$ cat src/rtl/clusterv_memc_pkg.sv
// clusterv_memc_pkg
//   Shared definitions for the banked main-SRAM Wishbone target:
//   - memc_state_e : target FSM state encoding (2 bits)
//   - sel_width()  : width of the bank-select field for a given bank count
//   - mask_width() : byte-mask width for a given data width
//   - DEF_MASK_WIDTH : byte-mask width of the default 32-bit data path
package clusterv_memc_pkg;

    typedef enum logic [1:0] {
        IDLE    = 2'd0,
        RD_WAIT = 2'd1,
        ACK     = 2'd2,
        ERR     = 2'd3
    } memc_state_e;

    localparam int BYTE_WIDTH     = 8;
    localparam int DEF_DAT_WIDTH  = 32;
    localparam int DEF_MASK_WIDTH = DEF_DAT_WIDTH / BYTE_WIDTH;

    // A single bank still gets a 1-bit select field so that the address
    // slice is never zero-width.
    function automatic int sel_width(input int n_banks);
        if (n_banks <= 1) begin
            return 1;
        end else begin
            return $clog2(n_banks);
        end
    endfunction

    function automatic int mask_width(input int dat_width);
        return dat_width / BYTE_WIDTH;
    endfunction

endpackage

$ cat src/rtl/clusterv_memc_bank_mux.sv
// clusterv_memc_bank_mux
//   Purely combinational fan-out / fan-in between the FSM and the SRAM macros.
//   Ports:
//     en          - drive the selected bank this cycle
//     sel_bank    - bank receiving the access
//     we          - access is a write
//     byte_sel    - Wishbone byte selects (ignored on reads)
//     word_adr    - word address inside the macro
//     dat_w       - write data
//     sram_*      - packed per-bank macro pins (bank b owns slice b)
//     rd_bank     - bank whose read data is returned
//     rd_dat      - read data of rd_bank
module clusterv_memc_bank_mux
    import clusterv_memc_pkg::*;
#(
    parameter int N_BANKS        = 4,
    parameter int BANK_ADR_WIDTH = 8,
    parameter int DAT_WIDTH      = 32,
    parameter int SEL_W          = sel_width(N_BANKS),
    parameter int MASK_W         = mask_width(DAT_WIDTH)
) (
    input  logic                                en,
    input  logic [SEL_W-1:0]                    sel_bank,
    input  logic                                we,
    input  logic [MASK_W-1:0]                   byte_sel,
    input  logic [BANK_ADR_WIDTH-1:0]           word_adr,
    input  logic [DAT_WIDTH-1:0]                dat_w,
    output logic [N_BANKS-1:0]                  sram_csb,
    output logic [N_BANKS-1:0]                  sram_web,
    output logic [N_BANKS*MASK_W-1:0]           sram_wmask,
    output logic [N_BANKS*BANK_ADR_WIDTH-1:0]   sram_addr,
    output logic [N_BANKS*DAT_WIDTH-1:0]        sram_dat_w,
    input  logic [SEL_W-1:0]                    rd_bank,
    input  logic [N_BANKS*DAT_WIDTH-1:0]        sram_dat_r,
    output logic [DAT_WIDTH-1:0]                rd_dat
);

    // One-hot drive of the selected macro; idle banks see all-inactive pins.
    always_comb begin
        sram_csb   = {N_BANKS{1'b1}};
        sram_web   = {N_BANKS{1'b1}};
        sram_wmask = {(N_BANKS*MASK_W){1'b0}};
        sram_addr  = {(N_BANKS*BANK_ADR_WIDTH){1'b0}};
        sram_dat_w = {(N_BANKS*DAT_WIDTH){1'b0}};
        for (int b = 0; b < N_BANKS; b++) begin
            if (en && (sel_bank == SEL_W'(b))) begin
                sram_csb[b] = 1'b0;
                sram_web[b] = ~we;
                // Reads must not carry a mask into the macro.
                sram_wmask[b*MASK_W +: MASK_W]                 = we ? byte_sel : {MASK_W{1'b0}};
                sram_addr[b*BANK_ADR_WIDTH +: BANK_ADR_WIDTH]  = word_adr;
                sram_dat_w[b*DAT_WIDTH +: DAT_WIDTH]           = dat_w;
            end else begin
                sram_csb[b] = 1'b1;
                sram_web[b] = 1'b1;
            end
        end
    end

    // AND-OR read mux; an index with no matching bank yields zero.
    always_comb begin
        rd_dat = {DAT_WIDTH{1'b0}};
        for (int b = 0; b < N_BANKS; b++) begin
            rd_dat = rd_dat | (sram_dat_r[b*DAT_WIDTH +: DAT_WIDTH]
                               & {DAT_WIDTH{rd_bank == SEL_W'(b)}});
        end
    end

endmodule

$ cat src/rtl/clusterv_memc_banked.sv
// clusterv_memc_banked
//   Wishbone-tag target presenting N_BANKS single-port SRAM macros as one
//   contiguous main-SRAM region. One access per two cycles; ack/err are
//   decoded from the FSM state and suppressed when t_cyc drops (abort).
//   Optional build macro: CLUSTERV_MEMC_RDATA_REG_EN
//     defined   - reads go IDLE -> RD_WAIT -> ACK and return data from a
//                 holding register (2-cycle read latency)
//     undefined - reads return the macro output directly (1-cycle latency)
//   Ports:
//     clock, reset          - clock, asynchronous active-high reset
//     t_adr/t_dat_w/t_dat_r - byte address, write data, read data
//     t_cyc/t_stb/t_we/t_sel- Wishbone cycle, strobe, write enable, byte selects
//     t_ack/t_err           - transfer acknowledge, error acknowledge
//     t_tgc/t_tga/t_tgd_w   - tags, ignored; t_tgd_r tied low
//     sram_*                - packed per-bank macro pins (active-low csb/web)
module clusterv_memc_banked
    import clusterv_memc_pkg::*;
#(
    parameter int N_BANKS        = 4,
    parameter int BANK_ADR_WIDTH = 8,
    parameter int DAT_WIDTH      = 32,
    parameter int ADR_WIDTH      = 32
) (
    input  logic                                   clock,
    input  logic                                   reset,
    input  logic [ADR_WIDTH-1:0]                   t_adr,
    input  logic [DAT_WIDTH-1:0]                   t_dat_w,
    output logic [DAT_WIDTH-1:0]                   t_dat_r,
    input  logic                                   t_cyc,
    input  logic                                   t_stb,
    input  logic                                   t_we,
    input  logic [DAT_WIDTH/8-1:0]                 t_sel,
    output logic                                   t_ack,
    output logic                                   t_err,
    input  logic [3:0]                             t_tgc,
    input  logic                                   t_tga,
    input  logic                                   t_tgd_w,
    output logic                                   t_tgd_r,
    output logic [N_BANKS-1:0]                     sram_csb,
    output logic [N_BANKS-1:0]                     sram_web,
    output logic [N_BANKS*(DAT_WIDTH/8)-1:0]       sram_wmask,
    output logic [N_BANKS*BANK_ADR_WIDTH-1:0]      sram_addr,
    output logic [N_BANKS*DAT_WIDTH-1:0]           sram_dat_w,
    input  logic [N_BANKS*DAT_WIDTH-1:0]           sram_dat_r
);

    localparam int             SEL_W     = sel_width(N_BANKS);
    localparam int             MASK_W    = mask_width(DAT_WIDTH);
    localparam logic [SEL_W:0] N_BANKS_L = (SEL_W+1)'(N_BANKS);

    memc_state_e                 state_r;
    memc_state_e                 state_nxt_s;
    logic [SEL_W-1:0]            bank_r;
    logic                        we_r;
    logic                        req_s;
    logic                        in_range_s;
    logic                        accept_s;
    logic                        ack_s;
    logic                        err_s;
    logic [SEL_W-1:0]            bank_s;
    logic [BANK_ADR_WIDTH-1:0]   word_adr_s;
    logic [DAT_WIDTH-1:0]        mux_dat_s;
    logic [DAT_WIDTH-1:0]        dat_r_s;
`ifdef CLUSTERV_MEMC_RDATA_REG_EN
    logic [DAT_WIDTH-1:0]        hold_r;
`endif

    // Tags and the already-decoded window bits carry no meaning here.
    logic unused_s;
    assign unused_s = ^{t_tgc, t_tga, t_tgd_w, t_adr};

    // Bits above the bank field are ignored: the interconnect decoded the window.
    assign word_adr_s = t_adr[2 +: BANK_ADR_WIDTH];
    assign bank_s     = t_adr[2+BANK_ADR_WIDTH +: SEL_W];
    assign in_range_s = ({1'b0, bank_s} < N_BANKS_L);
    // Gating with reset keeps every macro deselected while reset is held.
    assign req_s      = t_cyc & t_stb & ~reset;

    clusterv_memc_bank_mux #(
        .N_BANKS        (N_BANKS),
        .BANK_ADR_WIDTH (BANK_ADR_WIDTH),
        .DAT_WIDTH      (DAT_WIDTH),
        .SEL_W          (SEL_W),
        .MASK_W         (MASK_W)
    ) u_bank_mux (
        .en         (accept_s),
        .sel_bank   (bank_s),
        .we         (t_we),
        .byte_sel   (t_sel),
        .word_adr   (word_adr_s),
        .dat_w      (t_dat_w),
        .sram_csb   (sram_csb),
        .sram_web   (sram_web),
        .sram_wmask (sram_wmask),
        .sram_addr  (sram_addr),
        .sram_dat_w (sram_dat_w),
        .rd_bank    (bank_r),
        .sram_dat_r (sram_dat_r),
        .rd_dat     (mux_dat_s)
    );

    // Next-state and response decode. Every non-IDLE state returns to IDLE,
    // so a strobe held across the ack is sampled again only after a full
    // IDLE visit and is never double-issued.
    always_comb begin
        state_nxt_s = state_r;
        accept_s    = 1'b0;
        ack_s       = 1'b0;
        err_s       = 1'b0;
        dat_r_s     = {DAT_WIDTH{1'b0}};
        case (state_r)
            IDLE: begin
                if (req_s) begin
                    if (in_range_s) begin
                        accept_s = 1'b1;
`ifdef CLUSTERV_MEMC_RDATA_REG_EN
                        if (t_we) begin
                            state_nxt_s = ACK;
                        end else begin
                            state_nxt_s = RD_WAIT;
                        end
`else
                        state_nxt_s = ACK;
`endif
                    end else begin
                        state_nxt_s = ERR;
                    end
                end else begin
                    state_nxt_s = IDLE;
                end
            end
            RD_WAIT: begin
`ifdef CLUSTERV_MEMC_RDATA_REG_EN
                if (t_cyc) begin
                    state_nxt_s = ACK;
                end else begin
                    state_nxt_s = IDLE;
                end
`else
                state_nxt_s = IDLE;
`endif
            end
            ACK: begin
                state_nxt_s = IDLE;
                if (t_cyc) begin
                    ack_s = 1'b1;
                    if (!we_r) begin
`ifdef CLUSTERV_MEMC_RDATA_REG_EN
                        dat_r_s = hold_r;
`else
                        dat_r_s = mux_dat_s;
`endif
                    end else begin
                        dat_r_s = {DAT_WIDTH{1'b0}};
                    end
                end else begin
                    ack_s = 1'b0;
                end
            end
            ERR: begin
                state_nxt_s = IDLE;
                err_s       = t_cyc;
            end
            default: begin
                state_nxt_s = IDLE;
            end
        endcase
    end

    // State register.
    always_ff @(posedge clock or posedge reset) begin
        if (reset) begin
            state_r <= IDLE;
        end else begin
            state_r <= state_nxt_s;
        end
    end

    // Bank index and direction of the accepted access, used during ACK.
    always_ff @(posedge clock or posedge reset) begin
        if (reset) begin
            bank_r <= {SEL_W{1'b0}};
            we_r   <= 1'b0;
        end else if (accept_s) begin
            bank_r <= bank_s;
            we_r   <= t_we;
        end else begin
            bank_r <= bank_r;
            we_r   <= we_r;
        end
    end

`ifdef CLUSTERV_MEMC_RDATA_REG_EN
    // Read-data holding register, loaded while the macro output is valid.
    always_ff @(posedge clock or posedge reset) begin
        if (reset) begin
            hold_r <= {DAT_WIDTH{1'b0}};
        end else if (state_r == RD_WAIT) begin
            hold_r <= mux_dat_s;
        end else begin
            hold_r <= hold_r;
        end
    end
`endif

    assign t_ack   = ack_s;
    assign t_err   = err_s;
    assign t_dat_r = dat_r_s;
    assign t_tgd_r = 1'b0;

endmodule

$ cat config.mk
export PLATFORM = sky130hd
export DESIGN_NAME = clusterv_memc_banked
export DESIGN_NICKNAME = d
export VERILOG_FILES = /design/src/rtl/clusterv_memc_pkg.sv /design/src/rtl/clusterv_memc_bank_mux.sv /design/src/rtl/clusterv_memc_banked.sv
export SDC_FILE = /design/constraint.sdc
export NUM_CORES = 1
export LEC_CHECK = 0
export BUFFER_PORTS_ARGS = -buffer_cell sky130_fd_sc_hd__buf_2
export CORE_AREA = 2 2 165 167
export CTS_CLUSTER_DIAMETER = 80
export CTS_CLUSTER_SIZE = 40
export DETAILED_ROUTE_END_ITERATION = 10
export DIE_AREA = 0 0 167 169
export PLACE_DENSITY = 0.42
export SLEW_MARGIN = 20
export SYNTH_ARGS = -nofsm -noshare
export SYNTH_HDL_FRONTEND = slang
export SYNTH_SLANG_ARGS = --single-unit
$ cat constraint.sdc
create_clock -name clock -period 2.7 [get_ports clock]
set_clock_uncertainty 0.1 [all_clocks]
set_input_delay 0.27 -clock clock [delete_from_list [all_inputs] [get_ports clock]]
set_output_delay 0.27 -clock clock [all_outputs]
set_load 0.005 [all_outputs]
---- Yosys cells after proc, flatten, opt, wreduce, memory -nomap -nowiden ----
Cells that the tools add are included.
cells by class
  reductions and logical operators ........ 8
  bitwise gates (word level) .............. 11
  muxes and demuxes ....................... 31
  equal/unequal tests ..................... 9
operators with widths
  kind                  number
  $mux W32              7
  $and A32 B32 Y32      4
  $or A32 B32 Y32       3
  $mux W8               4
  $mux W4               5
  $mux W1               13
  $eq A2 B2 Y1 const B  6
  $eq A2 B1 Y1 const B  3
  $logic_not A2 Y1      3
  $logic_and A1 B1 Y1   4
  $pmux W2 S2           1
  $reduce_or A3 Y1      1
  $and A1 B1 Y1         2
  $mux W2               1
  $not A1 Y1            2
word-level totals
  bits in registers ....................... 5
  logic and storage cells ................. 62
  output and inout bits ................... 219
  input port bits ......................... 207

---- Depth between registers and ports, before layout ----
Gate-level depths: netlist of the first run.
  depth in word-level cells ............... 8
  depth in mapped cells ................... 4
  depth with buffers taken out ............ 2

---- Modules after synthesis ----
Synthesis of the first run repeated with hierarchy kept, for this count alone.
second synthesis, totals
  cells, all modules ...................... 351
  area total of the unflattened synthesis .. 2409.8 um2
modules (own cells, without submodules)
  module                  instances  sequential area each (um2)  area an instance (um2)  cells an instance
  clusterv_memc_bank_mux  1          0.0                         1973.1                  302
  clusterv_memc_banked    1          100.1                       436.7                   49

---- Least setup slack after synthesis of the first run ----
Ideal clock, no wire load.
  path kind ............................... reg2out
  from .................................... reg state_r[1]
  to ...................................... out sram_addr[24]
  buffers on the path ..................... 2
  path slack .............................. 1199 ps
  stages on the path, launching flop included .. 5
  data required time ...................... 2330 ps
  arrival ................................. 1131 ps
  path through ............................ dfrtp_1 nor2b_1 buf_2 clkbuf_1 and3_1
between the ends
  longest elaborated chain between the ends .. 4
RTL lines
  item                      RTL line                      RTL
  start: declaration        clusterv_memc_banked.sv:51    memc_state_e state_r;
  start signal: assignment  clusterv_memc_banked.sv:175   state_r <= state_nxt_s;
  $logic_not A2 Y1          clusterv_memc_banked.sv:111   case (state_r)
  $mux W1                   clusterv_memc_banked.sv:111
  $logic_and A1 B1 Y1       clusterv_memc_bank_mux.sv:46  if (en && (sel_bank == SEL_W'(b))) begin
  $mux W8                   clusterv_memc_bank_mux.sv:46
  end: declaration          clusterv_memc_banked.sv:42    output logic [N_BANKS*BANK_ADR_WIDTH-1:0] sram_addr,
Every way passes these cells.

---- Worst setup path in the final report of the first run ----
  from .................................... in reset
  to ...................................... out sram_dat_w[31]
between the ends
  longest elaborated chain between the ends .. 6
RTL lines
  item                 RTL line                      RTL
  start: declaration   clusterv_memc_banked.sv:25    input logic reset,
  $not A1 Y1           clusterv_memc_banked.sv:77    assign req_s = t_cyc & t_stb & ~reset;
  $and A1 B1 Y1        clusterv_memc_banked.sv:77
  $mux W1              clusterv_memc_banked.sv:113   if (req_s) begin
  $mux W1              clusterv_memc_banked.sv:111
  $logic_and A1 B1 Y1  clusterv_memc_bank_mux.sv:46
  $mux W32             clusterv_memc_bank_mux.sv:46
  end: declaration     clusterv_memc_banked.sv:43    output logic [N_BANKS*DAT_WIDTH-1:0] sram_dat_w,
Every way passes these cells.

==> flow_metrics.tcl, run 1 <==
set metrics [dict create \
    setup-violations-final 0 \
    num_rows 60 \
    synth_seq_area_share 0.0402 \
    drv_slew 0 \
    cts_tree "yes" \
    async_flop_share 1.00 \
    nFillCells 3058 \
    synth_most_common_cell "and3_1" \
    yosysTopAreaCell "and3_1" \
    routabilityCongestion 0.765 \
    p_leak_nw 3.50 \
    hp-class "in -> reg" \
    antenna_found_initial 0 \
    grt_max_degree 85 \
    required_ns 2.33 \
    multiInputGateArea_mm2 0.00215 \
    drt-vias-per-instance 3.94 \
    arrival_ns 2.20 \
    drive_gt1_frac 0.583 \
    diodes 0 \
    routedWlPerCell_um 14.0 \
    synthDistinctLibCells 22 \
    critPathLaunchType "primary input" \
    clk_latency_ns 0.23 \
    grt_pass1_wl_mm 21.1 \
    htreeDepth 1 \
    die_y_um 169 \
    port_buffers 395 \
    p_per_area_mw_per_mm2 194 \
    synth_area_leaders "and3_1, mux2i_1, o22ai_1, clkbuf_1, buf_2" \
    detail_route.iter0.violations 203 \
    cts-root-buf "clkbuf_16" \
    hpwl_mm 11.6 \
    ys_top_cells_by_count "and3_1, mux2i_1, o22ai_1" \
    clock_sinks 4 \
    avgSynthCellArea_um2 6.89 \
    clk_pin_slew_worst_paths_ns 0.03 \
    via_count 4183 \
    syn_to_final_growth_pct 97.4 \
    synth_top_area_frac 0.402 \
    slew-limit-headroom 0.597 \
    syn_inst 361 \
    worst_slew_pin_slew_ns 0.605 \
    seqCellArea_um2 104 \
    firstDrtPassIters 4 \
    design_area_mm2 0.00491 \
    nets 928 \
    ant_nets 0 \
    grt_util_all_layers 0.0926 \
    cap_violations 0 \
    die_area_mm2 0.0282 \
    ir_drop_mv 0.136 \
    dpl-instance-area_mm2 0.00482 \
    post_cts_buffers 0 \
    final.period_utilization 0.951 \
    rsz0062_at_grt "false" \
    post_cts_resize_count 0 \
    critical_path.max_fanout 32 \
    startpoint "reset" \
    worstReg2RegStart "state_r[1]$_DFF_PP0_" \
    ys_ff_latch 4 \
    start_util 0.0939 \
    post-route-drc-count 0 \
    setup_tns_ns 0 \
    ioPinCount 426 \
    fin_crit_ns 2.57 \
    routed_wl_mm 14.9 \
    worstSetupPathType "in -> out" \
    status "complete, no violations" \
    hp-start "t_adr[10]" \
    yosysWarnings 0 \
    grt_remaining_overflow 0 \
    grt_pass1_vias 3536 \
    die_x_um 167 \
    synthFlopType "dfrtp_1" \
    coreArea_mm2 0.0265 \
    synth_edf_count 0 \
    fmax_mhz 389 \
    final_hold_viol_count 0 \
    clock_path_buffers 2 \
    numCtsBuffers 3 \
    worstSetupEndpointType "output pin" \
    syn_area_mm2 0.00249 \
]
## cells in the final DEF (no fill, tap or decap), drive strengths merged
| master | n |
|---|---|
| and2 | 1 |
| and3 | 160 |
| and4b | 1 |
| and4bb | 2 |
| buf | 409 |
| clkbuf | 4 |
| conb | 2 |
| dfrtp | 4 |
| dlygate4sd3 | 1 |
| inv | 1 |
| mux2 | 3 |
| mux2i | 64 |
| nand2 | 7 |
| nand2b | 1 |
| nand3 | 4 |
| nand4b | 3 |
| nand4bb | 3 |
| nor2 | 5 |
| nor2b | 1 |
| nor3 | 6 |
| nor4 | 6 |
| o22ai | 32 |
## logic make-up (layout without fill, tap and decap cells)
family          count (synthesis)  count (layout)  share of synthesized area
flops                           4               4                     0.0402
mux                            67              67                      0.271
other cells                     1               2                    0.00151
buf+inv                        57             415                      0.106
simple gates                  200             200                      0.501
compound gates                 32              32                     0.0804
## state kept, by name, summed over array words and instances, names as in the netlist
name / cells
bank_r: 2
state_r: 1
we_r: 1
## timing repair
action                                 4_1_cts  5_1_grt
setup endpoints to repair                    0        0
hold buffers                                 1        0
endpoints found under the hold margin        4        0
## routing by layer
| metal | global-route usage | vias up | routed length [um] | share of wire |
|---|---|---|---|---|
| met1 | 0.124 | 1916 | 6530 | 0.44 |
| met2 | 0.158 | 182 | 7460 | 0.50 |
| met5 | 0 | - | 0 | 0 |
| li1 | - | 2081 | - | - |
| met4 | 0.0135 | 0 | 51 | 0.0034 |
| met3 | 0.0159 | 4 | 843 | 0.057 |
## path summary, 6_finish.rpt
| path | to | slack [ns] | cells after the start |
|---|---|---|---|
| min in group asynchronous | state_r[1]$_DFF_PP0_ | 0.43 | 3 |
| max in group asynchronous | bank_r[0]$_DFFE_PP0P_ | 1.91 | 3 |
| hold reg to reg | bank_r[1]$_DFFE_PP0P_ | 0.43 | 1 |
| setup reg to reg | we_r$_DFFE_PP0P_ | 1.08 | 2 |
| hold / removal | bank_r[0]$_DFFE_PP0P_ | 0.25 | 2 |
| setup / recovery | sram_dat_w[31] | 0.13 | 6 |
## metrics by stage
| step | setup slack [ns] | cells | hold WS [ns] | total power [mW] | utilization |
|---|---|---|---|---|---|
| after CTS | 0.123 | 1061 | 0.248 | 0.956 | 0.185 |
| after global placement | 0.680 | 1056 | 0.0957 | 0.708 | 0.182 |
| final | 0.131 | 1061 | 0.247 | 0.952 | 0.185 |
| after global routing | 0.0291 | 1061 | 0.266 | 1.02 | 0.185 |
| after detailed placement | 0.699 | 1056 | 0.0983 | 0.709 | 0.182 |
| after floorplan | 1.20 | 362 | -0.0639 | 0.445 | - |
## critical path, stage by stage
cell	delay [ns]
dlygate4sd3_1	0.54
buf_2	0.15
and4bb_2	0.63
buf_12	0.23
and3_1	0.22
buf_2	0.13
## power by group
part	internal [mW]	switching, mW
clock	0.195	0.0458
combinational	0.312	0.269
sequential	0.0718	0.0574
total	0.580	0.373
## final cells by class
type	instances	area share
Timing Repair Buffer	410	0.439
Clock buffer	4	0.0160
Tap cell	341	0.0868
Sequential cell	4	0.0211
Multi-Input combinational cell	301	0.437
Inverter	1	0.000764
(Power assumes the default switching activity.)
==> run 2: changes to the inputs <==
Clock period 2.7 ns to 3.2 ns, I/O delays scaled along.
==> flow_metrics.tcl, run 2 (synthesis results as in run 1) <==
set metrics [dict create \
    status "complete, no violations" \
    worstSetupEndpointType "output pin" \
    seqCellArea_um2 104 \
    coreArea_mm2 0.0265 \
    die_y_um 169 \
    numCtsBuffers 3 \
    ioPinCount 426 \
    slowest_delay_ns 0.54 \
    critPathLaunchType "primary input" \
    htreeDepth 1 \
    detail_route.iter0.violations 237 \
    crit_slowest_cell "dlygate4sd3_1" \
    diodes 0 \
    required_ns 2.78 \
    clk_pin_slew_worst_paths_ns 0.03 \
    clock_sinks 4 \
    setup_ws_ns 0.467 \
    cp_num_buf_inv 4 \
    rsz0062_at_grt "false" \
    grt_max_degree 85 \
    cp_common_cell "buf_2" \
    ir_drop_mv 0.119 \
    routabilityCongestion 0.726 \
    grt_pass1_wl_mm 21.3 \
    cap_violations 0 \
    clock_path_buffers 2 \
    clk_latency_ns 0.23 \
    hpwl_mm 11.3 \
    worstSetupPathType "in -> out" \
    final_hold_viol_count 0 \
    regMostFlops "bank_r" \
    routedWlPerCell_um 13.9 \
    post-route-drc-count 0 \
    drv_slew 0 \
    nFillCells 3064 \
    slew-limit-headroom 0.499 \
    die_area_mm2 0.0282 \
    cts_tree "yes" \
    die_x_um 167 \
    drt-vias-per-instance 3.95 \
    p_per_area_mw_per_mm2 164 \
    grt_util_all_layers 0.0927 \
    fin_crit_ns 2.73 \
    grt_pass1_vias 3623 \
    ant_nets 0 \
    cts-root-buf "clkbuf_16" \
    layout_commonest_cell "buf_2" \
    hp-class "in -> reg" \
    cp_top_family "buffers and inverters" \
    final.period_utilization 0.854 \
    grt_remaining_overflow 0 \
    setup-violations-final 0 \
    layout_common_cells "buf_2, and3_1, mux2i_1" \
    largest_reg_flops 2 \
    worst_slew_pin_slew_ns 0.751 \
    routed_wl_mm 14.7 \
    arrival_ns 2.31 \
    reg_top3 "bank_r x2, state_r x1, we_r x1" \
    num_rows 60 \
    port_buffers 395 \
    firstDrtPassIters 6 \
    nets 923 \
    pre_cts_slack_ns 1.06 \
    fmax_mhz 366 \
    antenna_found_initial 0 \
    multiInputGateArea_mm2 0.00215 \
    post_cts_buffers 0 \
    start_util 0.0939 \
    drive_gt1_frac 0.580 \
    critical_path.max_fanout 84 \
    setup_tns_ns 0 \
    p_leak_nw 3.46 \
    path_cells "dlygate4sd3_1 > buf_2 > and4b_2 > buf_4 > and3_1 > buf_2" \
    syn_to_final_growth_pct 93.9 \
    via_count 4175 \
]
[run 2: cell types whose count changed in the layout (fill, tap and decap cells not counted), sizes merged]
cell	before	now
buf	409	404
[run 2: worst paths after layout]
check	start	to	slack (ns)	cells after the start
worst max-delay path	reset	sram_dat_w[45]	0.47	6
worst max register to register	state_r[1]$_DFF_PP0_	we_r$_DFFE_PP0P_	1.57	2
min in group asynchronous	reset	state_r[1]$_DFF_PP0_	0.47	3
max in group asynchronous	reset	bank_r[0]$_DFFE_PP0P_	2.36	3
worst min register to register	bank_r[1]$_DFFE_PP0P_	bank_r[1]$_DFFE_PP0P_	0.43	1
worst min-delay path	t_adr[10]	bank_r[0]$_DFFE_PP0P_	0.30	2
[run 2: what timing repair did]
| item | 4_1_cts | 5_1_grt |
|---|---|---|
| endpoints found under the setup margin | 0 | 0 |
| gates resized for setup | 0 | 0 |
| endpoints found under the hold margin | 4 | 0 |
| hold buffers | 1 | 0 |
[run 2: metrics by stage]
| step | hold WS (ns) | util | instance area [um^2] | std cells | total power, mW |
|---|---|---|---|---|---|
| 3_3_place_gp | 0.148 | 0.179 | 4740 | 1051 | 0.581 |
| 5_1_grt | 0.322 | 0.182 | 4830 | 1056 | 0.846 |
| 2_1_floorplan | -0.0139 | - | 2490 | 362 | 0.375 |
| 6_report | 0.297 | 0.182 | 4830 | 1056 | 0.789 |
| 4_1_cts | 0.297 | 0.182 | 4830 | 1056 | 0.795 |
| 3_5_place_dp | 0.147 | 0.179 | 4740 | 1051 | 0.585 |
[run 2: layout make-up]
type	count	share of cell area
inverters	1	0.000778
clock buffers	4	0.0163
flip-flops and latches	4	0.0215
multi-input cells	301	0.445
repair buffers	405	0.428
well taps	341	0.0884
[run 2: per-layer routing]
| layer | vias up | track usage | wire length (um) |
|---|---|---|---|
| met1 | 1931 | 0.127 | 6410 |
| met4 | 0 | 0.0157 | 142 |
| met2 | 163 | 0.154 | 7350 |
| met5 | - | 0 | 0 |
| li1 | 2068 | - | - |
| met3 | 13 | 0.0173 | 793 |
[run 2: power by group]
| part | switching, mW | total [mW] | internal, mW |
|---|---|---|---|
| clock network | 0.0396 | 0.205 | 0.165 |
| logic | 0.209 | 0.462 | 0.253 |
| registers | 0.0623 | 0.123 | 0.0602 |
==> run 3: changes to the inputs <==
Settings changed: CTS_BUF_LIST set to sky130_fd_sc_hd__clkbuf_16.
==> flow_metrics.tcl, run 3 (synthesis results as in run 1) <==
set metrics [dict create \
    start_util 0.0939 \
    status "complete, no violations" \
    rsz0062_at_grt "false" \
    clock_sinks 4 \
    hp-start "t_adr[10]" \
    port_buffers 395 \
    startpoint "reset" \
    setup_tns_ns 0 \
    drive_gt1_frac 0.580 \
    antenna_found_initial 0 \
    fin_crit_ns 2.73 \
    post_cts_resize_count 0 \
    ioPinCount 426 \
    drv_slew 0 \
    grt_util_all_layers 0.0927 \
    cts-root-buf "clkbuf_16" \
    final_hold_viol_count 0 \
    ir_drop_mv 0.119 \
    critical_path.max_fanout 84 \
    p_leak_nw 3.47 \
    setup-violations-final 0 \
    num_rows 60 \
    firstDrtPassIters 6 \
    die_x_um 167 \
    syn_to_final_growth_pct 93.9 \
    drt-vias-per-instance 3.95 \
    final.period_utilization 0.854 \
    numCtsBuffers 3 \
    nets 923 \
    clock_path_buffers 2 \
    grt_pass1_wl_mm 21.3 \
    regMostFlops "bank_r" \
    setup_ws_ns 0.467 \
    cap_violations 0 \
    post-route-drc-count 0 \
    worstSetupEndpointType "output pin" \
    die_area_mm2 0.0282 \
    grt_pass1_vias 3623 \
    ant_nets 0 \
    clk_latency_ns 0.23 \
    slew-limit-headroom 0.499 \
    layout_common_cells "buf_2, and3_1, mux2i_1" \
    clk_pin_slew_worst_paths_ns 0.03 \
    arrival_ns 2.31 \
    post_cts_buffers 0 \
    worst_slew_pin_slew_ns 0.751 \
    fmax_mhz 366 \
    routed_wl_mm 14.7 \
    detail_route.iter0.violations 237 \
    hp-class "in -> reg" \
    cts_tree "yes" \
    p_per_area_mw_per_mm2 163 \
    whs_ns 0.296 \
    worstReg2RegStart "state_r[1]$_DFF_PP0_" \
    hpwl_mm 11.3 \
    die_y_um 169 \
    reg_top3 "bank_r x2, state_r x1, we_r x1" \
    via_count 4176 \
    required_ns 2.78 \
    worstSetupPathType "in -> out" \
    layout_commonest_cell "buf_2" \
    largest_reg_flops 2 \
    grt_max_degree 85 \
    coreArea_mm2 0.0265 \
    pre_cts_slack_ns 1.06 \
    routedWlPerCell_um 13.9 \
    cts_hold_buffers 1 \
    routabilityCongestion 0.726 \
    htreeDepth 1 \
    critPathLaunchType "primary input" \
    diodes 0 \
    grt_remaining_overflow 0 \
]
==> run 3: changes by cell type in the layout (fill, tap and decap cells not counted) <==
cell and delta:
clkbuf_1 -1, inv_1 +1
==> run 3: path summary, 6_finish.rpt <==
kind                       slack, ns               endpoint  cells past startpoint
max in group asynchronous       2.36  bank_r[0]$_DFFE_PP0P_                      3
max                             0.47         sram_dat_w[45]                      6
min reg2reg                     0.43  bank_r[1]$_DFFE_PP0P_                      1
min in group asynchronous       0.47   state_r[1]$_DFF_PP0_                      3
min                             0.30  bank_r[0]$_DFFE_PP0P_                      2
max reg2reg                     1.57       we_r$_DFFE_PP0P_                      2
==> run 3: through the flow <==
step	cell area, um^2	std cells	total power, mW	util
floorplan	2490	362	0.375	-
global placement	4740	1051	0.581	0.179
detailed placement	4740	1051	0.585	0.179
CTS	4830	1056	0.792	0.182
global route	4830	1056	0.843	0.182
finish	4830	1056	0.787	0.182
==> run 3: critical path: stages <==
cell and delay [ns]:
dlygate4sd3_1 0.54, buf_2 0.15, and4b_2 0.27, buf_4 0.49
and3_1 0.32, buf_2 0.14
==> run 3: where the power goes <==
group | internal, mW | switching [mW] | total [mW]
logic | 0.253 | 0.209 | 0.462
registers | 0.0602 | 0.0623 | 0.123
clock network | 0.162 | 0.0404 | 0.202
total | 0.475 | 0.312 | 0.787
==> run 3: metal layers <==
| layer | share of wire | up-vias | track usage |
|---|---|---|---|
| li1 | - | 2068 | - |
| met1 | 0.44 | 1932 | 0.127 |
| met2 | 0.50 | 163 | 0.154 |
| met3 | 0.054 | 13 | 0.0173 |
| met4 | 0.0097 | 0 | 0.0157 |
| met5 | 0 | - | 0 |
==> run 3: layout make-up <==
type	instances	area, um^2
fillers	3064	21700
multi-input cells	301	2150
repair buffers	405	2070
well taps	341	427
flip-flops and latches	4	104
clock buffers	3	75.1
clock inverters	1	3.75
inverters	1	3.75
